==> src/rtl/hex_display_scanner.sv <==
// Scans a multi-digit hex value across one shared 7-segment decoder.
// New values are staged and only applied at frame boundaries so frames never tear.
module hex_display_scanner #(
  parameter int NUM_DIGITS  = 4,
  parameter int REFRESH_DIV = 50000
) (
  input  logic                    Clk,
  input  logic                    nReset,
  input  logic                    Load,
  input  logic [4*NUM_DIGITS-1:0] Value,
  input  logic [NUM_DIGITS-1:0]   DPIn,
  input  logic                    BlankLZ,
  input  logic                    Enable,
  output logic [3:0]              Hex,
  output logic                    DP,
  output logic [NUM_DIGITS-1:0]   DigitEn_n,
  output logic                    FrameStart,
  output logic                    Pending
);

  localparam int CW = $clog2(REFRESH_DIV);
  localparam int IW = $clog2(NUM_DIGITS);
  localparam logic [CW-1:0] CNT_LAST = CW'(REFRESH_DIV - 1);
  localparam logic [IW-1:0] IDX_LAST = IW'(NUM_DIGITS - 1);

  logic [CW-1:0] cnt;
  logic [IW-1:0] idx;

  logic [NUM_DIGITS-1:0][3:0] stg_val;
  logic [NUM_DIGITS-1:0][3:0] disp_val;
  logic [NUM_DIGITS-1:0]      stg_dp;
  logic [NUM_DIGITS-1:0]      disp_dp;

  logic                  slot_end;
  logic                  boundary;
  logic                  zero_run;
  logic [NUM_DIGITS-1:0] blank;
  logic [NUM_DIGITS-1:0] sel;
  logic [3:0]            cur_hex;
  logic                  cur_dp;
  logic                  cur_blank;

  assign slot_end = Enable && (cnt == CNT_LAST);
  assign boundary = slot_end && (idx == IDX_LAST);

  // Walk from the top digit down; a digit is blank while everything above is zero.
  always_comb begin
    zero_run = 1'b1;
    blank    = '0;
    for (int i = NUM_DIGITS - 1; i >= 0; i--) begin
      zero_run = zero_run && (disp_val[i] == 4'h0);
      blank[i] = BlankLZ && (i != 0) && zero_run && !disp_dp[i];
    end
  end

  always_comb begin
    sel       = '0;
    sel[idx]  = 1'b1;
    cur_hex   = disp_val[idx];
    cur_dp    = disp_dp[idx];
    cur_blank = blank[idx];
  end

  always_ff @(posedge Clk or negedge nReset) begin
    if (!nReset) begin
      cnt <= '0;
      idx <= '0;
    end else if (slot_end) begin
      cnt <= '0;
      idx <= (idx == IDX_LAST) ? '0 : idx + 1'b1;
    end else if (Enable) begin
      cnt <= cnt + 1'b1;
    end
  end

  // Transfer reads the old staging value before a same-cycle Load overwrites it.
  always_ff @(posedge Clk or negedge nReset) begin
    if (!nReset) begin
      stg_val  <= '0;
      stg_dp   <= '0;
      disp_val <= '0;
      disp_dp  <= '0;
      Pending  <= 1'b0;
    end else begin
      if (boundary && Pending) begin
        disp_val <= stg_val;
        disp_dp  <= stg_dp;
        Pending  <= Load;
      end
      if (Load) begin
        stg_val <= Value;
        stg_dp  <= DPIn;
        Pending <= 1'b1;
      end
    end
  end

  always_ff @(posedge Clk or negedge nReset) begin
    if (!nReset) begin
      Hex        <= 4'h0;
      DP         <= 1'b0;
      DigitEn_n  <= '1;
      FrameStart <= 1'b0;
    end else begin
      FrameStart <= boundary;
      if (!Enable) begin
        DigitEn_n <= '1;
      end else if (cur_blank) begin
        DigitEn_n <= '1;
        Hex       <= 4'h0;
        DP        <= 1'b0;
      end else begin
        DigitEn_n <= ~sel;
        Hex       <= cur_hex;
        DP        <= cur_dp;
      end
    end
  end

endmodule

==> config.mk <==
export PLATFORM = sky130hd
export DESIGN_NAME = hex_display_scanner
export DESIGN_NICKNAME = d
export VERILOG_FILES = /design/src/rtl/hex_display_scanner.sv
export SDC_FILE = /design/constraint.sdc
export NUM_CORES = 1
export LEC_CHECK = 0
export CAP_MARGIN = 10
export CORE_MARGIN = 2
export CORE_UTILIZATION = 50
export CTS_BUF_LIST = sky130_fd_sc_hd__clkbuf_2
export DETAILED_ROUTE_END_ITERATION = 10
export PLACE_DENSITY = 0.68
export SLEW_MARGIN = 20
export SYNTH_ARGS = -nofsm -noshare
export SYNTH_HDL_FRONTEND = slang
export SYNTH_SLANG_ARGS = --single-unit
==> constraint.sdc <==
create_clock -name Clk -period 2.2 [get_ports Clk]
set_clock_uncertainty 0.05 [all_clocks]
set_input_delay 0.44 -clock Clk [delete_from_list [all_inputs] [get_ports Clk]]
set_output_delay 0.44 -clock Clk [all_outputs]
set_load 0.05 [all_outputs]
==> Word-level counts from Yosys, hierarchy flattened <==
Index checks and enable logic that the tools add are counted.
{ "op_classes": {"add_sub_neg": 2, "magnitude_cmp": 2, "n_eq_ne": 2, "n_mux": 17, "bitwise": 1, "n_reduce_logical": 20} }
{ "op_table": {"columns": ["operator", "count"], "rows": [
  ["2-to-1 mux 16 bit", 2],
  ["adder 16 x 1 -> 16 bit (second input constant)", 1],
  ["== test 16 bit (second input constant)", 1],
  ["2-to-1 mux 4 bit", 4],
  ["logical AND 1 bit", 12],
  ["logical NOT 4 bit", 3],
  ["binary-select mux 4 bit (select 2 bit)", 1],
  ["2-to-1 mux 1 bit", 6],
  ["binary-select mux 1 bit (select 2 bit)", 2],
  ["NOT 4 bit", 1],
  ["nonzero test 2 bit", 2],
  ["logical NOT 1 bit", 3],
  ["< comparator 2 x 3 -> 1 bit (second input constant)", 1],
  ["adder 2 x 1 -> 2 bit (second input constant)", 1],
  ["demux 1 bit (select 2 bit)", 1],
  ["== test 2 bit (second input constant)", 1],
  [">= comparator 2 x 1 -> 1 bit (second input constant)", 1],
  ["2-to-1 mux 2 bit", 1]
]} }
{ "word_totals": {"reg_bits": 69, "input_bits": 25, "output_inout_bits": 11, "wordCells": 61} }

==> Longest topological paths before layout <==
Gate-level depths: netlist (run 1).
{ "depth": {"depth_word": 9, "ltp_mapped": 7, "ltp_nobuf": 5} }

==> Worst setup path after synthesis (run 1) <==
Ideal clock, no wire load.
{ "synth_timing": {"path_kind": "register to register", "from": "register cnt[4]", "to": "register disp_dp[0]", "setup_time_ns": 0.125, "t_arrival_ns": 1.706, "required_ns": 2.025, "slack_ns": 0.319, "stages_incl_launch_ff": 6, "path_buffers": 1, "period_less_slack_ns": 1.881, "path_cell_list": "dfrtp_1 nor4b_4 nand4_4 nor4_4 buf_6 mux2_4"} }
{ "synth_between": {"elab_chain_cells": 4} }
{ "synth_rtl": {"columns": ["element", "line", "text"], "rows": [
  ["start: declaration", "26", "logic [CW-1:0] cnt;"],
  ["start signal: assignment", "72", "cnt <= cnt + 1'b1;"],
  ["== test 16 bit", "43", "assign slot_end = Enable && (cnt == CNT_LAST);"],
  ["logical AND 1 bit", "43", null],
  ["logical AND 1 bit", "44", "assign boundary = slot_end && (idx == IDX_LAST);"],
  ["logical AND 1 bit", "85", "if (boundary && Pending) begin"],
  ["end signal: assignment", "87", "disp_dp <= stg_dp;"],
  ["end: declaration", "32", "logic [NUM_DIGITS-1:0] disp_dp;"]
]} }
Every way passes these cells.
A chain may end at the register's enable or synchronous reset.

==> Worst setup path in the final report (run 1) <==
{ "layout_timing": {"from": "register FrameStart", "to": "output port FrameStart"} }
{ "layout_rtl": {"columns": ["element", "line", "text"], "rows": [
  ["start: declaration", "17", "output logic FrameStart,"],
  ["start signal: assignment", "105", "FrameStart <= boundary;"]
]} }
No word-level cell between the ends.

==> results.json, run 1 <==
{
  "status": "complete, no violations",
  "swShare_pct": 23.4,
  "routed_wl_mm": 5.16,
  "clk_latency_ns": 0.48,
  "clockBufferDepth": 2,
  "leakagePower_nw": 1.73,
  "yosys.area.top_type": "dfrtp_1",
  "synthCells": 214,
  "combPwrFrac_pct": 10.0,
  "dp_slack_ns": -0.0484,
  "synth_top_area_share_pct": 52.7,
  "h-tree-depth": 3,
  "dp_hpwl_mm": 3.62,
  "overflow": 0,
  "fin_crit_ns": 2.10,
  "die_y_um": 82.6,
  "yosysWarnings": 0,
  "ioPinCount": 36,
  "core_area_um2": 5960,
  "setup.worst_path.end_class": "primary output",
  "first_pass_iters": 4,
  "internal-power_w": 0.00212,
  "critPathBufInv": 1,
  "r2r_setup_slack_ns": 0.16,
  "drv_slew": 0,
  "numPortBuffers": 35,
  "yosys-top-cells-area": "dfrtp_1, mux2_2, mux2_4",
  "diodes": 0,
  "grt_max_degree": 70,
  "hold_viol": 0,
  "hp-class": "in2async",
  "max_freq_ghz": 0.475,
  "required_ns": 1.71,
  "cts_inserted_buffers": 9,
  "clock-sinks": 69,
  "area_growth_pct": 22.1,
  "cts_tree": "yes",
  "drv_cap": 0,
  "slew_headroom_pct": 66.7,
  "finalCritPeriodShare_pct": 95.6,
  "path_clk_slew_ns": 0.20,
  "initial_core_util_pct": 51.8,
  "synth-seq-cells": 69,
  "p_per_area_nw_per_um2": 732,
  "cp-start-kind": "register",
  "slowest_delay_ns": 0.79,
  "nFillCells": 488,
  "syn_area_um2": 3090,
  "antenna_found_initial": 0,
  "ys_types": 33,
  "fp-row-count": 28,
  "post_drt_via_cell_ratio": 5.19,
  "syn_avg_cell_area_um2": 14.4,
  "p_sw_w": 0.000646,
  "finalSetupViolCount": 0,
  "cts-root-buf": "clkbuf_2",
  "ys_seq_area_share_pct": 56.1,
  "wl_per_cell_um": 15.0,
  "grt_pass1_wl_mm": 8.93,
  "first_iter_violations": 91,
  "crit_arrival_ns": 1.61,
  "grt_pass1_vias": 1832,
  "rsz0062_at_grt": "false",
  "final_layout_size_suffix_gt1_share_pct": 33.2,
  "grt_use_total_pct": 17.9,
  "gp_congestion": 0.744,
  "worst_slew_pin_slew_ns": 0.498,
  "crit_slowest_cell": "clkdlybuf4s50_1",
  "timing.final.ws_setup_ns": 0.0963,
  "synthesis.nets": 244,
  "cts_setup_buffers": 0,
  "cpLargestDelayFamily": "buffers and inverters",
  "clkPwrFrac_pct": 37.7,
  "nets": 293,
  "die_x_um": 82.6,
  "irDropWorstVdd_uv": 524,
  "place_inst": 326,
  "multi_input_area_um2": 1280,
  "p_seq_share_pct": 52.2,
  "worstSetupPathType": "reg2out",
  "register_area_um2": 1730,
  "final_core_util_pct": 63.3,
  "die-area_um2": 6820,
  "crit_chain": "clkdlybuf4s50_1",
  "stdcell_count": 343,
  "num_vias": 1780,
  "detail-route-antenna-nets": 0,
  "finalSetupTns_ns": 0,
  "drc_errors": 0,
  "cp_max_fo": 1
}
==> per-stage QoR <==
stage | total power (W) | instance area [um^2] | hold slack (ns)
6_report | 0.00276 | 3770 | 0.422
5_1_grt | 0.00291 | 3770 | 0.422
4_1_cts | 0.00280 | 3770 | 0.414
3_5_place_dp | 0.00175 | 3580 | 0.441
3_3_place_gp | 0.00173 | 3580 | 0.432
2_1_floorplan | 0.00161 | 3090 | 0.0944
==> area by class of cell <==
| type | instances | share of cell area (%) |
|---|---|---|
| sequential | 69 | 45.9 |
| timing repair buffer | 47 | 12.1 |
| clock buffer | 9 | 1.19 |
| inverter | 7 | 0.697 |
| clock inverter | 7 | 3.65 |
| tap | 75 | 2.49 |
| multi-input combinational | 129 | 33.9 |
==> Yosys cell counts (all sizes together) <==
cell,instances
mux2i,1
xnor2,7
nor4b,1
nand3,6
or4,1
o21ai,2
or4b,1
mux4,5
nand4,7
mux2,47
xor2,6
nor4,6
buf,4
a211o,1
inv,7
nor2,9
dfrtp,65
a31oi,1
nand2,9
o22ai,1
and3,1
o21bai,2
ha,5
clkbuf,5
nor3,6
nand2b,3
or3,1
dfstp,4
==> sequential cells by signal (all words and copies together), names as in the netlist <==
| register | flops |
|---|---|
| DigitEn_n | 4 |
| disp_dp | 4 |
| DP | 1 |
| disp_val | 16 |
| idx | 2 |
| FrameStart | 1 |
| stg_val | 16 |
| Hex | 4 |
| stg_dp | 4 |
| cnt | 16 |
| Pending | 1 |
==> final timing paths <==
path / from / end / cells after the start
max: FrameStart / FrameStart / 1
min: nReset / cnt[12] / 3
max reg2reg: cnt[10] / disp_dp[0] / 5
min reg2reg: cnt[9] / cnt[9] / 1
max in group asynchronous: nReset / DigitEn_n[1] / 3
min in group Clk: cnt[9] / cnt[9] / 1
==> worst reg2reg max path, stage by stage, from the launching register on <==
cell and delay (ns):
dfrtp_1 0.50, nor4_4 0.35, nand4_4 0.19, nor4_4 0.29
buf_12 0.24, mux2_4 0.33
==> cell families after synthesis <==
logic type	Yosys count	synth area share, %
AO/OA/AOI/OAI	7	1.50
XOR/XNOR	13	3.69
adder cells (fa/ha/maj)	5	2.03
buffers and inverters	16	2.51
flip-flops	69	56.1
multiplexers	53	23.5
AND/OR/NAND/NOR	51	10.7
==> layer usage <==
metal | up-vias | global-route usage (%) | share of wire [%]
li1 | 862 | - | -
met1 | 871 | 23.2 | 47
met2 | 37 | 28.8 | 48
met3 | 10 | 3.59 | 3.7
met4 | 0 | 8.85 | 1.6
met5 | - | 0 | 0
==> power groups by stage <==
stage	sequential [W]	combinational, W	clock (W)
detailed placement	0.00147	0.000283	0
global route	0.00146	0.000312	0.00114
finish	0.00144	0.000277	0.00104
global placement	0.00146	0.000273	0
floorplan	0.00145	0.000155	0
CTS	0.00144	0.000284	0.00108
==> layout by cell type (no fill, tap or decap), types with 3 or more instances in the layout <==
cell / n
nand2_1: 9
dfstp_2: 4
buf_4: 9
nor3_1: 6
dlygate4sd2_1: 8
xnor2_1: 7
nor2_1: 8
nand3_1: 6
ha_1: 5
mux2_4: 20
dfrtp_1: 65
nor4_1: 4
inv_1: 7
bufinv_16: 4
nand2b_1: 3
xor2_1: 6
mux2_2: 27
clkbuf_2: 9
clkdlybuf4s50_1: 24
nand4_1: 6
mux4_2: 5
==> repair_timing <==
item | 4_1_cts | 5_1_grt
setup endpoints to repair | 8 | 2
hold buffers | 1 | 0
hold endpoints to repair | 65 | 0
gates resized for setup | 8 | 2
No activity file was read; power rests on OpenSTA's default activity.
==> run 2: changes to the inputs <==
--- a/config.mk
+++ b/config.mk
@@ -10,6 +10,7 @@
 export CORE_UTILIZATION = 50
 export CTS_BUF_LIST = sky130_fd_sc_hd__clkbuf_2
 export DETAILED_ROUTE_END_ITERATION = 10
+export GPL_TIMING_DRIVEN = 0
 export PLACE_DENSITY = 0.68
 export SLEW_MARGIN = 20
 export SYNTH_ARGS = -nofsm -noshare
==> run 2 against run 1 <==
Clock-buffer cell count rose by 4. Die area stayed put. Sequential power about the same. Register-to-register slack worse by 0.04 ns. Routed wire length grew 1.0%. Utilization shrank 2.1 points. Non-clock buffer count shrank 2. Clock power fell by 44%. Hold slack worse by 0.16 ns. Sequential cell count stayed put. Critical path type unchanged. Largest cell class unchanged.
==> results.json, run 2 (synthesis results as in run 1) <==
{
  "required_ns": 1.71,
  "irDropWorstVdd_uv": 329,
  "diodes": 0,
  "cts_inserted_buffers": 9,
  "cpLargestDelayFamily": "buffers and inverters",
  "area_growth_pct": 18.0,
  "routed_wl_mm": 5.21,
  "stdcell_count": 341,
  "timing.final.ws_setup_ns": 0.107,
  "wl_per_cell_um": 15.3,
  "crit_arrival_ns": 1.60,
  "clkPwrFrac_pct": 25.5,
  "first_iter_violations": 58,
  "worstSetupPathType": "reg2out",
  "p_per_area_nw_per_um2": 625,
  "critPathBufInv": 1,
  "crit_chain": "clkdlybuf4s50_1",
  "detail-route-antenna-nets": 0,
  "clk_latency_ns": 0.47,
  "grt_use_total_pct": 17.4,
  "h-tree-depth": 3,
  "top_regs": "cnt (16), disp_val (16), stg_val (16)",
  "first_pass_iters": 4,
  "dp_hpwl_mm": 3.77,
  "cp_max_fo": 1,
  "internal-power_w": 0.00166,
  "antenna_found_initial": 0,
  "hold_viol": 0,
  "cts_setup_buffers": 0,
  "max_freq_ghz": 0.478,
  "p_sw_w": 0.000614,
  "final_cell_mix": "dfrtp_1, mux2_2, clkdlybuf4s50_1, mux2_4, clkbuf_2",
  "num_vias": 1811,
  "nets": 291,
  "drv_cap": 0,
  "combPwrFrac_pct": 11.0,
  "numPortBuffers": 34,
  "dp_slack_ns": -0.0900,
  "place_inst": 324,
  "clock-sinks": 69,
  "finalCritPeriodShare_pct": 95.1,
  "setup.worst_path.end_class": "primary output",
  "initial_core_util_pct": 51.8,
  "slowest_delay_ns": 0.79,
  "die-area_um2": 6820,
  "drv_slew": 0,
  "slew_headroom_pct": 63.2,
  "worst_slew_pin_slew_ns": 0.551,
  "path_clk_slew_ns": 0.17,
  "final_layout_size_suffix_gt1_share_pct": 31.2,
  "layout_commonest_cell": "dfrtp_1",
  "ioPinCount": 36,
  "die_x_um": 82.6,
  "status": "complete, no violations",
  "gp_congestion": 0.739,
  "grt_pass1_vias": 1769,
  "p_seq_share_pct": 63.6,
  "clockBufferDepth": 2,
  "grt_pass1_wl_mm": 8.60,
  "swShare_pct": 27.0,
  "core_area_um2": 5960,
  "drc_errors": 0,
  "post_drt_via_cell_ratio": 5.31,
  "hp-class": "in2reg",
  "crit_slowest_cell": "clkdlybuf4s50_1",
  "cp-start-kind": "register",
  "cts-root-buf": "clkbuf_2",
  "fp-row-count": 28,
  "finalSetupViolCount": 0,
  "finalSetupTns_ns": 0,
  "cts_tree": "yes",
  "fin_crit_ns": 2.09,
  "power_w": 0.00228,
  "leakagePower_nw": 1.70,
  "grt_max_degree": 58,
  "rsz0062_at_grt": "false",
  "die_y_um": 82.6,
  "overflow": 0
}
## run 2: repair_timing
action / in CTS / in global routing
endpoints found under the hold margin: 12 / 0
pin swaps: 0 / 0
gates resized for setup: 5 / 5
setup endpoints to repair: 5 / 5
hold buffers: 1 / 0
## run 2: worst register-to-register path, delay by kind of cell, from the launching register on
| family | cells | cell delay, ns |
|---|---|---|
| muxes | 1 | 0.39 |
| and+or+nand+nor | 3 | 0.72 |
| adders and majority gates | 1 | 0.21 |
| DFF | 1 | 0.44 |
| buffers and inverters | 1 | 0.20 |
## run 2: worst paths after layout
check	from	to	slack [ns]	depth (start not counted)
worst max-delay path	FrameStart	FrameStart	0.11	1
worst min-delay path	Enable	cnt[0]	0.26	3
min in group asynchronous	nReset	cnt[11]	0.30	2
max in group asynchronous	nReset	DigitEn_n[3]	1.23	3
worst max register to register	cnt[0]	idx[1]	0.12	6
worst min register to register	stg_val[4]	disp_val[4]	0.47	1
## run 2: final cells by class
class	count	area, um^2
fillers	509	2310
inverters	7	26.3
clock inverters	3	15.0
well taps	75	93.8
plain buffers	9	51.3
repair buffers	36	382
clock buffers	13	65.1
flip-flops and latches	69	1730
multi-input cells	129	1280
## run 2: power groups by stage
| stage | Combinational [W] | Clock (W) | Sequential (W) |
|---|---|---|---|
| after CTS | 0.000256 | 0.000600 | 0.00145 |
| after floorplan | 0.000155 | 0 | 0.00145 |
| final | 0.000249 | 0.000580 | 0.00145 |
| after global placement | 0.000240 | 0 | 0.00147 |
| after global routing | 0.000279 | 0.000659 | 0.00146 |
| after detailed placement | 0.000254 | 0 | 0.00147 |
## run 2: stage by stage
stage                     hold WS, ns  area [um^2]  util, %
final                           0.264         3640     61.2
after global routing            0.218         3640     61.2
after CTS                       0.229         3630     61.0
after detailed placement        0.260         3550     59.6
after global placement          0.435         3520     59.1
after floorplan                0.0944         3090        -
## run 2: per-layer routing
metal	vias up	part of all wire (%)	GRT usage, %
met4	0	2.0	8.36
met3	11	3.2	4.02
met1	901	46	22.1
met2	43	49	28.1
li1	856	-	-
met5	-	0	0
